File: config.mk
export PLATFORM = sky130hd
export DESIGN_NAME = id_ex_ctrl_stage
export DESIGN_NICKNAME = d
export VERILOG_FILES = /design/src/rtl/id_ex_ctrl_stage.sv
export SDC_FILE = /design/constraint.sdc
export NUM_CORES = 1
export LEC_CHECK = 0
export ABC_AREA = 1
export BUFFER_PORTS_ARGS = -buffer_cell sky130_fd_sc_hd__buf_2
export CAP_MARGIN = 5
export CORE_AREA = 2 2 53 55
export CTS_CLUSTER_SIZE = 20
export DETAILED_ROUTE_END_ITERATION = 8
export DIE_AREA = 0 0 55 57
export GPL_ROUTABILITY_DRIVEN = 0
export GPL_TIMING_DRIVEN = 0
export MAX_ROUTING_LAYER = met4
export PLACE_DENSITY = 0.74
export SYNTH_ARGS = -nofsm -noshare
export SYNTH_HDL_FRONTEND = slang
export SYNTH_SLANG_ARGS = --single-unit
File: constraint.sdc
create_clock -name clk -period 2.6 [get_ports clk]
set_input_delay 0 -clock clk [delete_from_list [all_inputs] [get_ports clk]]
set_output_delay 0 -clock clk [all_outputs]
set_load 0.03 [all_outputs]
File: src/rtl/id_ex_ctrl_stage.sv
// ID/EX control stage: registers the decode control word into EX,
// inserts load-use bubbles and holds EX for the multi-cycle multiplier.
module id_ex_ctrl_stage #(
    parameter int MULT_LAT   = 4,
    parameter int REG_ADDR_W = 5
) (
    input  logic                  clk,
    input  logic                  rst,
    input  logic [1:0]            id_alu_op,
    input  logic                  id_reg_dst,
    input  logic                  id_branch,
    input  logic                  id_mem_read,
    input  logic                  id_mem_2_reg,
    input  logic                  id_mem_write,
    input  logic                  id_alu_src,
    input  logic                  id_reg_write,
    input  logic                  id_jump,
    input  logic                  id_flush,
    input  logic                  id_is_mult,
    input  logic [REG_ADDR_W-1:0] id_rs1,
    input  logic [REG_ADDR_W-1:0] id_rs2,
    input  logic [REG_ADDR_W-1:0] id_rd,
    output logic [1:0]            ex_alu_op,
    output logic                  ex_reg_dst,
    output logic                  ex_branch,
    output logic                  ex_mem_read,
    output logic                  ex_mem_2_reg,
    output logic                  ex_mem_write,
    output logic                  ex_alu_src,
    output logic                  ex_reg_write,
    output logic                  ex_jump,
    output logic                  ex_is_mult,
    output logic [REG_ADDR_W-1:0] ex_rd,
    output logic                  pc_write,
    output logic                  if_id_write,
    output logic                  if_id_flush,
    output logic                  mult_done
);

    typedef enum logic {RUN, MULT_HOLD} state_e;

    typedef struct packed {
        logic [1:0]            alu_op;
        logic                  reg_dst;
        logic                  branch;
        logic                  mem_read;
        logic                  mem_2_reg;
        logic                  mem_write;
        logic                  alu_src;
        logic                  reg_write;
        logic                  jump;
        logic                  is_mult;
        logic [REG_ADDR_W-1:0] rd;
    } ex_ctrl_t;

    localparam logic [3:0] LAT_M1 = 4'(MULT_LAT - 1);

    state_e     state_q, state_d;
    logic [3:0] cnt_q, cnt_d;
    ex_ctrl_t   ctrl_q, ctrl_d;
    ex_ctrl_t   id_w;
    logic       load_use;
    logic       mult_stall;
    logic       stall;

    assign id_w = {id_alu_op, id_reg_dst, id_branch, id_mem_read,
                   id_mem_2_reg, id_mem_write, id_alu_src,
                   id_reg_write, id_jump, id_is_mult, id_rd};

    assign load_use = ctrl_q.mem_read
                    & (ctrl_q.rd != '0)
                    & ((ctrl_q.rd == id_rs1) | (ctrl_q.rd == id_rs2));

    // HOLD is entered and left together with a nonzero counter
    assign mult_stall = (state_q == MULT_HOLD);
    assign stall      = mult_stall | load_use;

    always_comb begin
        state_d = state_q;
        cnt_d   = cnt_q;
        ctrl_d  = ctrl_q;
        if (mult_stall) begin
            cnt_d = cnt_q - 4'd1;
            if (cnt_q == 4'd1) begin
                state_d = RUN;
            end
        end else if (load_use) begin
            ctrl_d = '0;
        end else begin
            ctrl_d = id_w;
            if (id_is_mult && (MULT_LAT > 1)) begin
                cnt_d   = LAT_M1;
                state_d = MULT_HOLD;
            end
        end
    end

    always_ff @(posedge clk) begin
        if (rst) begin
            state_q <= RUN;
            cnt_q   <= '0;
            ctrl_q  <= '0;
        end else begin
            state_q <= state_d;
            cnt_q   <= cnt_d;
            ctrl_q  <= ctrl_d;
        end
    end

    assign ex_alu_op    = ctrl_q.alu_op;
    assign ex_reg_dst   = ctrl_q.reg_dst;
    assign ex_branch    = ctrl_q.branch;
    assign ex_mem_read  = ctrl_q.mem_read;
    assign ex_mem_2_reg = ctrl_q.mem_2_reg;
    assign ex_mem_write = ctrl_q.mem_write;
    assign ex_alu_src   = ctrl_q.alu_src;
    assign ex_reg_write = ctrl_q.reg_write;
    assign ex_jump      = ctrl_q.jump;
    assign ex_is_mult   = ctrl_q.is_mult;
    assign ex_rd        = ctrl_q.rd;

    assign pc_write    = ~stall;
    assign if_id_write = ~stall;
    assign if_id_flush = id_flush & ~stall;
    assign mult_done   = ctrl_q.is_mult & (cnt_q == 4'd0);

endmodule
---- Word level (Yosys, flattened, before mapping) ----
Index checks and enable logic that the tools add are counted.
storage, ports and cells
  register bits ........................... 21
  input bits .............................. 29
  output and inout port bits .............. 20
  word-level logic and storage cells ...... 37
operators by class
  $add $sub $neg .......................... 1
  eq/ne operators ......................... 4
  muxes and demuxes ....................... 8
  bitwise operators ....................... 7
  reduce and logical (&&, ||, !) cells .... 4
operators by type and width
  operator                                                            number
  16-bit two-way mux                                                  1
  4-bit two-way mux                                                   3
  5-bit == test                                                       2
  5-bit nonzero test                                                  1
  1-bit AND                                                           4
  4-bit by 1-bit == test with 1-bit output, second input constant     1
  4-bit zero test                                                     1
  1-bit two-way mux                                                   4
  4-bit by 1-bit subtractor with 4-bit output, second input constant  1
  2-bit != test, second input constant                                1
  1-bit bitwise OR                                                    2
  2-bit AND reduction                                                 1
  2-bit nonzero test                                                  1
  1-bit NOT                                                           1

---- Longest topological paths before layout ----
Gate-level depths: netlist (run 1).
  depth in word-level cells ............... 6
  mapped depth ............................ 12
  mapped depth without buffers ............ 11

---- Worst setup path after synthesis (run 1) ----
Ideal clock, no wire load.
  path type ............................... reg2reg
  start ................................... reg ctrl_q (netlist bit ex_rd[1])
  end ..................................... reg ctrl_q (netlist bit ex_alu_src)
  setup time .............................. 0.142 ns
  arrival time ............................ 1.406 ns
  required time ........................... 2.458 ns
  setup slack ............................. 1.052 ns
  cell stages (with the launch flop) ...... 13
  path buffers ............................ 1
  clock period less this slack ............ 1.548 ns
  cells stage by stage .................... dfxtp_1 > inv_1 > nand2_1 > nand2_1 > nor2_1 > nand3_1 > nand2_1 > nand2_2 > nand2_4 > inv_6 > buf_12 > nand2_2 > a21oi_2
on the way
  longest elaborated chain between the ends .. 4
  elaborated cells between the ends (all ways) .. 7
  those cells by class .................... 2 x eq/ne; 1 x mux; 3 x bitwise; 1 x reduce/logical
ends and longest elaborated chain
  element                                              line    RTL
  from (decl)                                          60      ex_ctrl_t ctrl_q, ctrl_d;
  from (signal assigned)                               106     ctrl_q <= ctrl_d;
  5-bit == test or 5-bit nonzero test (tied branches)  72, 71
  1-bit bitwise OR or 1-bit AND (tied branches)        72, 71
  1-bit AND *                                          72      & ((ctrl_q.rd == id_rs1) | (ctrl_q.rd == id_rs2));
  16-bit two-way mux *                                 87      end else if (load_use) begin
Every way passes the cells marked *; elsewhere a longest branch is shown, timed or not.
A chain may end at the register's enable or synchronous reset.

---- Worst setup path after layout (run 1) ----
  start ................................... reg ctrl_q (netlist bit ex_rd[0])
  end ..................................... out pc_write
on the way
  longest elaborated chain between the ends .. 5
  elaborated cells between the ends (all ways) .. 8
  those cells by class .................... 2 x eq/ne; 5 x bitwise; 1 x reduce/logical
ends and longest elaborated chain
  element                                              line    RTL
  5-bit == test or 5-bit nonzero test (tied branches)  72, 71
  1-bit bitwise OR or 1-bit AND (tied branches)        72, 71
  1-bit AND *                                          72
  1-bit bitwise OR *                                   76      assign stall = mult_stall | load_use;
  1-bit NOT *                                          122     assign pc_write = ~stall;
  to (decl)                                            34      output logic pc_write,
Marked as above.

==> results of run 1 <==
==> worst max-delay path by stage <==
stage	start	endpoint	slack [ns]	depth (start not counted)
2_1_floorplan	ex_rd[1]	ex_alu_src	1.05	12
3_3_place_gp	ex_rd[1]	pc_write	1.12	12
3_5_place_dp	ex_rd[0]	pc_write	1.10	12
4_1_cts	ex_rd[0]	pc_write	0.74	12
5_1_grt	ex_rd[4]	pc_write	0.59	12
6_report	ex_rd[0]	pc_write	0.74	12
==> cell families (layout without fill, tap and decap cells) <==
kind of cell             after synthesis  count (layout)  synth area share [%]
adder cells (fa/ha/maj)                2               2                  2.25
AND/OR/NAND/NOR                       77              77                  30.6
buffers and inverters                 29              96                  12.0
flip-flops                            21              21                  37.8
XOR/XNOR                               3               3                  2.36
AO/OA/AOI/OAI                         26              26                  15.0
==> stage by stage <==
step                      hold slack [ns]  util (%)  setup WS (ns)
after floorplan                     0.129         -           1.05
after global placement              0.250      53.0           1.12
after detailed placement            0.252      53.0           1.10
after CTS                          0.0490      60.2          0.737
after global routing               0.0606      60.2          0.586
final                              0.0527      60.2          0.742
==> cells in the final DEF (no fill, tap or decap), types with 2 or more instances in the layout <==
cell type	synthesis	routed
nor2_1	10	10
clkbuf_4	0	3
nand2_2	8	8
nand4_1	2	2
buf_2	0	47
a21oi_2	9	9
nand2_4	3	3
o21ai_0	5	5
inv_2	2	2
xnor2_1	2	2
clkbuf_1	4	4
dlygate4sd3_1	0	16
nand2_1	51	51
inv_1	20	20
nand3_1	3	3
dfxtp_1	21	21
a21oi_1	11	11
ha_1	2	2
==> area by class of cell <==
cell class	instances	area (µm²)	share of cell area (%)
inverter	23	91.3	5.80
clock inverter	1	5.00	0.318
buffer	6	42.5	2.70
sequential	21	420	26.7
clock buffer	3	22.5	1.43
timing repair buffer	63	395	25.1
tap	31	38.8	2.46
multi-input combinational	108	558	35.5
==> synthesized netlist by cell type (all sizes together) <==
cell type / number
nand3: 3
ha: 2
xnor2: 2
inv: 23
xor2: 1
nor2: 10
o21ai: 5
buf: 2
dfxtp: 21
clkbuf: 4
o21bai: 1
nand4: 2
a21oi: 20
nand2: 62
==> timing repair <==
item	CTS	global route
hold buffers	16	0
gates resized for setup	0	0
buffers inserted	0	0
hold endpoints to repair	16	0
==> power by group <==
part / switching, mW / internal (mW) / leakage [nW]
clock: 0.0994 / 0.0574 / 0.0177
combinational: 0.146 / 0.0986 / 0.636
sequential: 0.0186 / 0.347 / 0.174
total: 0.264 / 0.503 / 0.828
==> per-layer routing <==
layer	vias to the layer above	routed length, µm
met5	-	0
met4	0	42
met3	4	185
met2	42	1260
met1	498	1100
li1	614	-
==> run metrics, run 1 <==
outcome finished, final reports clean; Critical Path Sink Type primary output; Layout area overhead 41.5%; syn_nets 189; drt first pass iters 4; critical path class flip-flop to primary output; Synth Instances 158; Power, Total 767 µW; FF-to-FF setup slack 1.08 ns; slowest CP cell dfxtp_1; CP Cell Sequence inv_1, nand2_1, nand2_1, nor2_1, nand3_1, nand2_1, nand2_2, nand2_4, inv_6, buf_12, buf_4, buf_2; Worst-Skew Late Latency 0.30 ns; Core ar. 2620 µm²; R2R depth 9; Hold Path Cell Cnt 2; sequential cell area fraction in the yosys report 37.8%; Worst setup SP type flip-flop; detailed-route DRC error count 0; Slew HR 56.5%; Hold Path Class primary input to flip-flop; Layout Cells excl Fill 256; WP data required 2.60 ns; antenna-violating nets left 0; fin area 1570 µm²; max reg flops 5; Hold Crit Start rst; die width 55 µm; largest net degree at the start of global routing 13; final setup TNS 0 ns; unrepaired setup endpoints after global routing false; Pwr Density 487 nW/µm²; Final HPWL DP 1800 µm; top cell type's share of synthesized area 37.8%; CTS tree yes; met3 GRT Util 4.19%; Tmin final 1.86 ns; critical path arrival 1.86 ns; Avg WL per Cell 10.1 µm; Tcrit/Tclk final 71.5%; Synth area leader dfxtp_1; M2 GR Usage 30.6%; GRT busiest layer met2; H-tree depth 1; RR Startpoint ex_rd[0]; total CTS buffers 3; vias 1158; CP Max Fanout 11; hold worst-path end ex_rd[2]; post-synth cell types 20; fmax 538 MHz; number of diodes 0; Die Span Y 57 µm; top-level port count 49; synthesis warning total 0; FP Rows 19; die footprint 3140 µm²; CTS Buffer Depth 2; Worst VDD drop 0.384 mV; Via density 4.52; Max-Cap Viols 0; Layout fillers 248; Most common cell on crit path nand2_1; Initial Utilization 42.5%; initial DRC count 25; worst-margin pin slew 0.652 ns; Final #Nets 257; Yosys reg bits 21; # port buffers 47; Root Driver clkbuf_4; Syn Area/Cell 7.04 µm²; # setup viols final 0; Worst Skew 0.00531 ns; Netlist Area Pre-Place 1110 µm²; Final Hold Fails 0; clock sinks 21; leading cell types by total area after synthesis dfxtp_1, nand2_1, a21oi_2; Routed WL 2590 µm; placed insts 236; all-layer global routing usage 17.7%; Buffers & Inverters on Critical Path 5; total grt overflow 0; first-pass GRT wire length 3950 µm; Largest stage delay, worst path 0.44 ns; layout cell share with drive strength beyond 1 33.8%; Clock transition at path regs 0.12 ns; initial antenna violation count 0; vias in the first global route 977; Largest delay share family, worst path buffers and inverters; leak pwr 0.828 nW; M1 GR Usage 18.6%; Final Max Slew Viols 0; Placed Area 1390 µm²; R2R Path End cnt_q[0]
(Power assumes the default switching activity.)
==> inputs of run 2 (changes only) <==
==> config.mk (replaced) <==
export PLATFORM = sky130hd
export DESIGN_NAME = id_ex_ctrl_stage
export DESIGN_NICKNAME = d
export VERILOG_FILES = /design/src/rtl/id_ex_ctrl_stage.sv
export SDC_FILE = /design/constraint.sdc
export NUM_CORES = 1
export LEC_CHECK = 0
export ABC_AREA = 0
export BUFFER_PORTS_ARGS = -buffer_cell sky130_fd_sc_hd__buf_2
export CAP_MARGIN = 5
export CORE_AREA = 2 2 49 51
export CTS_CLUSTER_SIZE = 20
export DETAILED_ROUTE_END_ITERATION = 8
export DIE_AREA = 0 0 51 53
export GPL_ROUTABILITY_DRIVEN = 0
export GPL_TIMING_DRIVEN = 0
export MAX_ROUTING_LAYER = met4
export PLACE_DENSITY = 0.75
export SYNTH_ARGS = -nofsm -noshare
export SYNTH_HDL_FRONTEND = slang
export SYNTH_SLANG_ARGS = --single-unit
==> constraint.sdc (replaced) <==
create_clock -name clk -period 1.71 [get_ports clk]
set_input_delay 0 -clock clk [delete_from_list [all_inputs] [get_ports clk]]
set_output_delay 0 -clock clk [all_outputs]
set_load 0.03 [all_outputs]
==> run 2 against run 1 <==
  * The run now ends with setup timing left
  * First-iteration DRC count shrank 72%
  * Worst hold slack gained 0.26 ns
  * Synthesized cell count shrank 47%
  * Count of clock-buffer cells in the layout is the same
  * Critical path type unchanged
==> run metrics, run 2 <==
FP Rows 17; unrepaired setup endpoints after global routing true; Layout Cells excl Fill 186; final setup TNS -1.88 ns; Post-synth ARST share 0%; total grt overflow 0; Final #Nets 190; worst-margin pin slew 0.439 ns; Core ar. 2150 µm²; vias 907; Tcrit/Tclk final 109%; all-layer global routing usage 19.4%; antenna-violating nets left 0; post-synth cell types 24; failing checks setup timing; Via density 4.88; Syn Area/Cell 10.8 µm²; Slew HR 70.5%; fmax 535 MHz; Reg area 428 µm²; top cells by count, synth dfxtp_1, a22o_2, xnor2_1; layout cell share with drive strength beyond 1 55.7%; critical path arrival 1.87 ns; placed insts 160; max reg flops 5; top-level port count 49; Die Span Y 53 µm; Tmin final 1.87 ns; sequential cell area fraction in the yosys report 46.3%; Initial Utilization 42.2%; Final Hold Fails 0; Synth area leader dfxtp_1; die width 51 µm; detailed-route DRC error count 0; Final HPWL DP 1540 µm; final hold slack 0.318 ns; Util after Layout 69.2%; Worst-Skew Late Latency 0.30 ns; final worst setup slack -0.159 ns; Power, Total 1.29 mW; # port buffers 48; leading cell types by total area after synthesis dfxtp_1, a22o_2, xnor2_1; first-pass GRT wire length 3820 µm; H-tree depth 1; Final Max Slew Viols 0; number of synthesized flops with an enable pin 0; vias in the first global route 869; drt first pass iters 4; die footprint 2700 µm²; CTS Buffer Depth 2; initial DRC count 7; Critical Path Sink Type primary output; Routed WL 2350 µm; top cell type's share of synthesized area 46.3%; Yosys reg bits 21; Hold Path Class primary input to primary output; leak pwr 0.688 nW; Worst setup SP type flip-flop; Worst VDD drop 0.577 mV; Main synth FF type dfxtp_1; clock sinks 21; initial antenna violation count 0; critical path class flip-flop to primary output; Layout fillers 169; Worst Skew 0.00518 ns; Synth Instances 84; WP data required 1.71 ns; synthesis warning total 0; Avg WL per Cell 12.6 µm; # setup viols final 23; Clock transition at path regs 0.12 ns; most common cell after layout, fill and taps aside buf_2; area of the multi-input gates 479 µm²; number of diodes 0; Layout area overhead 63.9%; Root Driver clkbuf_4; outcome complete, but fails checks; syn_nets 115; CP Max Fanout 4; total CTS buffers 3; CTS tree yes; most frequent cells in the layout buf_2, a22o_2, dfxtp_1, dlygate4sd3_1, xnor2_1; Pwr Density 867 nW/µm²; top-count cell post-synth dfxtp_1; largest net degree at the start of global routing 14; Netlist Area Pre-Place 907 µm²; Max-Cap Viols 0
==> run 2: through the flow <==
stage	cell area [µm²]	worst slack (ns)
finish	1490	-0.159
global route	1490	-0.255
CTS	1460	-0.177
detailed placement	1210	-0.0538
global placement	1210	-0.0430
floorplan	931	0.0143
==> run 2: cell families (layout without fill, tap and decap cells) <==
group	count (synthesis)	in the layout	share of synthesized area, %
fa+ha+maj	2	2	2.76
compound gates	28	28	27.9
buf+inv	7	81	4.14
flops	21	21	46.3
simple gates	14	14	7.31
xor+xnor	12	12	11.6
==> run 2: routing by layer <==
metal / track usage, % / share of wire (%) / up-vias
met2: 32.5 / 47 / 46
met1: 23.4 / 45 / 407
li1: - / - / 452
met4: 6.76 / 0.72 / 0
met3: 3.67 / 7.2 / 2
met5: - / 0 / -
==> run 2: path summary, 6_finish.rpt <==
kind                            slack, ns         start           end  depth (start not counted)
worst max-delay path                -0.16      ex_rd[1]   if_id_flush                          6
worst min-delay path                 0.32      id_flush   if_id_flush                          3
worst max register to register      -0.09      ex_rd[1]    ex_is_mult                          7
worst min register to register       0.49  ex_alu_op[1]  ex_alu_op[1]                          1
==> run 2: critical path, stage by stage (launching register included) <==
cell	delay, ns
dfxtp_4	0.36
or4_4	0.53
o21ai_2	0.15
inv_2	0.07
a21oi_4	0.17
and2_4	0.16
buf_6	0.12
==> run 2: layout make-up <==
type | count | area share, %
Clock buffer | 3 | 1.52
Tap cell | 28 | 2.36
Sequential cell | 21 | 28.8
Buffer | 3 | 1.52
Inverter | 4 | 1.01
Clock inverter | 1 | 0.505
Timing Repair Buffer | 70 | 32.1
Multi-Input combinational cell | 56 | 32.2
==> run 2: what timing repair did <==
action                                 in CTS  in global routing
pin swaps                                   0                  2
setup endpoints to repair                  16                 16
resized for setup                           7                  5
buffers inserted                            3                  1
endpoints found under the hold margin      19                  0
cloned                                      0                  1
hold buffers                               17                  0
==> run 2: power by group <==
group,leakage [nW],total (mW),switching (mW),internal [mW]
logic,0.498,0.453,0.229,0.225
clock network,0.0139,0.244,0.155,0.0890
registers,0.176,0.592,0.0499,0.542
==> inputs of run 3 (changes only) <==
--- a/config.mk
+++ b/config.mk
@@ -16,6 +16,8 @@
 export GPL_TIMING_DRIVEN = 0
 export MAX_ROUTING_LAYER = met4
 export PLACE_DENSITY = 0.75
+export RECOVER_POWER = 50
+export SETUP_SLACK_MARGIN = 0.15
 export SYNTH_ARGS = -nofsm -noshare
 export SYNTH_HDL_FRONTEND = slang
 export SYNTH_SLANG_ARGS = --single-unit
==> run 3 against run 2 <==
  * The run still ends with setup timing left
  * First-iteration DRC count is the same
  * Cell count grew 2.2%
  * Sequential power is essentially flat
  * Clock power shrank 2%
  * Count of clock-buffer cells in the layout is the same
  * Worst setup slack gained 0.0047 ns
  * Combinational power grew 16%
  * Sequential share of layout area shrank 1.7 points
  * Flip-flop and latch count is the same
  * Maximum frequency grew 0.25%
  * Routed wire length grew 20%
  * Critical endpoint unchanged
==> run metrics, run 3 (synthesized netlist as in run 2, its figures left out) <==
outcome complete, but fails checks; failing checks setup timing; combinational group share of total power 38.9%; antenna-violating nets left 0; Clock transition at path regs 0.12 ns; # port buffers 48; number of diodes 0; R2R Path End ex_rd[4]; top-level port count 49; area of the multi-input gates 553 µm²; detailed-route DRC error count 0; H-tree depth 1; Core ar. 2150 µm²; initial DRC count 7; NetSw 469 µW; Via density 5.06; Layout area overhead 76.4%; Final Hold Fails 0; # setup viols final 20; vias in the first global route 1026; clock sinks 21; Hold Path Cell Cnt 3; hold worst-path end if_id_flush; clock power share 17.6%; WP data required 1.71 ns; vias 961; placed insts 160; FF-to-FF setup slack -0.10 ns; critical path arrival 1.86 ns; Worst setup SP type flip-flop; Critical Path Sink Type primary output; Final HPWL DP 1570 µm; Reg area 434 µm²; Hold Crit Start id_flush; total CTS buffers 3; Root Driver clkbuf_4; Power, Total 1.35 mW; Tmin final 1.86 ns; worst-margin pin slew 0.383 ns; Layout Cells excl Fill 190; Final #Nets 194; total grt overflow 0; DP Worst Slack -0.0529 ns; Final Max Slew Viols 0; Pwr Density 847 nW/µm²; final worst setup slack -0.155 ns; die width 51 µm; fmax 536 MHz; final setup TNS -1.81 ns; Die Span Y 53 µm; Worst Skew 0.00693 ns; max reg flops 5; layout cell share with drive strength beyond 1 57.4%; Max-Cap Viols 0; critical path class flip-flop to primary output; Worst VDD drop 0.657 mV; first-pass GRT wire length 4570 µm; RR Startpoint ex_rd[4]; Layout fillers 157; largest net degree at the start of global routing 13; R2R depth 7; die footprint 2700 µm²; initial antenna violation count 0; all-layer global routing usage 23.3%; Tcrit/Tclk final 109%; Avg WL per Cell 14.8 µm; drt first pass iters 4; Seq pwr share 43.5%; leak pwr 0.719 nW; Initial Utilization 42.2%; FP Rows 17; most common cell after layout, fill and taps aside buf_2; Hold Path Class primary input to primary output; Slew HR 74.6%; unrepaired setup endpoints after global routing true; Sw Ratio 34.7%; CTS Buffer Depth 2; CTS tree yes; most frequent cells in the layout buf_2, a22o_2, dlygate4sd3_1, dfxtp_1, clkbuf_1; P_int 885 µW; Routed WL 2810 µm; CP Max Fanout 4; Worst-Skew Late Latency 0.30 ns
==> run 3: power groups by stage <==
stage                     logic [mW]  clock network, mW  registers, mW
after floorplan                0.197                  0          0.668
after global placement         0.369                  0          0.601
after detailed placement       0.380                  0          0.602
after CTS                      0.483              0.238          0.583
after global routing           0.561              0.274          0.596
final                          0.527              0.238          0.590
==> run 3: worst max-delay path: stages (launching register included) <==
cell and delay [ns]:
dfxtp_4 0.36, or4_4 0.53, o21ai_2 0.14, inv_2 0.06, a21oi_4 0.18, and2_4 0.17
buf_6 0.12
==> run 3: metal layers <==
layer	GRT usage [%]	share of wire, %	vias to the layer above
li1	-	-	463
met1	24.7	41	447
met2	45.2	54	47
met3	2.82	4.9	4
met4	6.76	0.86	0
met5	-	0	-
==> run 3: worst max-delay path by stage <==
stage          startpoint           to  cells after the start
6_report         ex_rd[4]  if_id_flush                      6
5_1_grt          ex_rd[4]  if_id_flush                      6
4_1_cts          ex_rd[4]  if_id_flush                      6
3_5_place_dp     ex_rd[1]     ex_rd[4]                      6
3_3_place_gp     ex_rd[1]     ex_rd[4]                      6
2_1_floorplan    ex_rd[1]     ex_rd[4]                      6
==> run 3: metrics by stage <==
step / hold slack (ns) / instance area, µm² / utilization [%]
3_3_place_gp: 0.220 / 1210 / 56.6
4_1_cts: 0.322 / 1530 / 71.1
3_5_place_dp: 0.226 / 1210 / 56.6
5_1_grt: 0.336 / 1600 / 74.5
6_report: 0.318 / 1600 / 74.5
2_1_floorplan: 0.0728 / 940 / -
==> run 3: area by class of cell <==
class	count	share of cell area, %
plain buffers	3	1.72
clock buffers	3	1.41
clock inverters	1	0.313
inverters	4	0.938
multi-input cells	56	34.6
flip-flops and latches	21	27.1
well taps	28	2.19
repair buffers	74	31.7
==> run 3: what timing repair did <==
action	CTS	global route
hold buffers	17	0
setup buffers	6	2
hold endpoints to repair	19	0
pin swaps	7	9
cloned	1	0
gates resized for setup	17	13
setup endpoints to repair	23	24
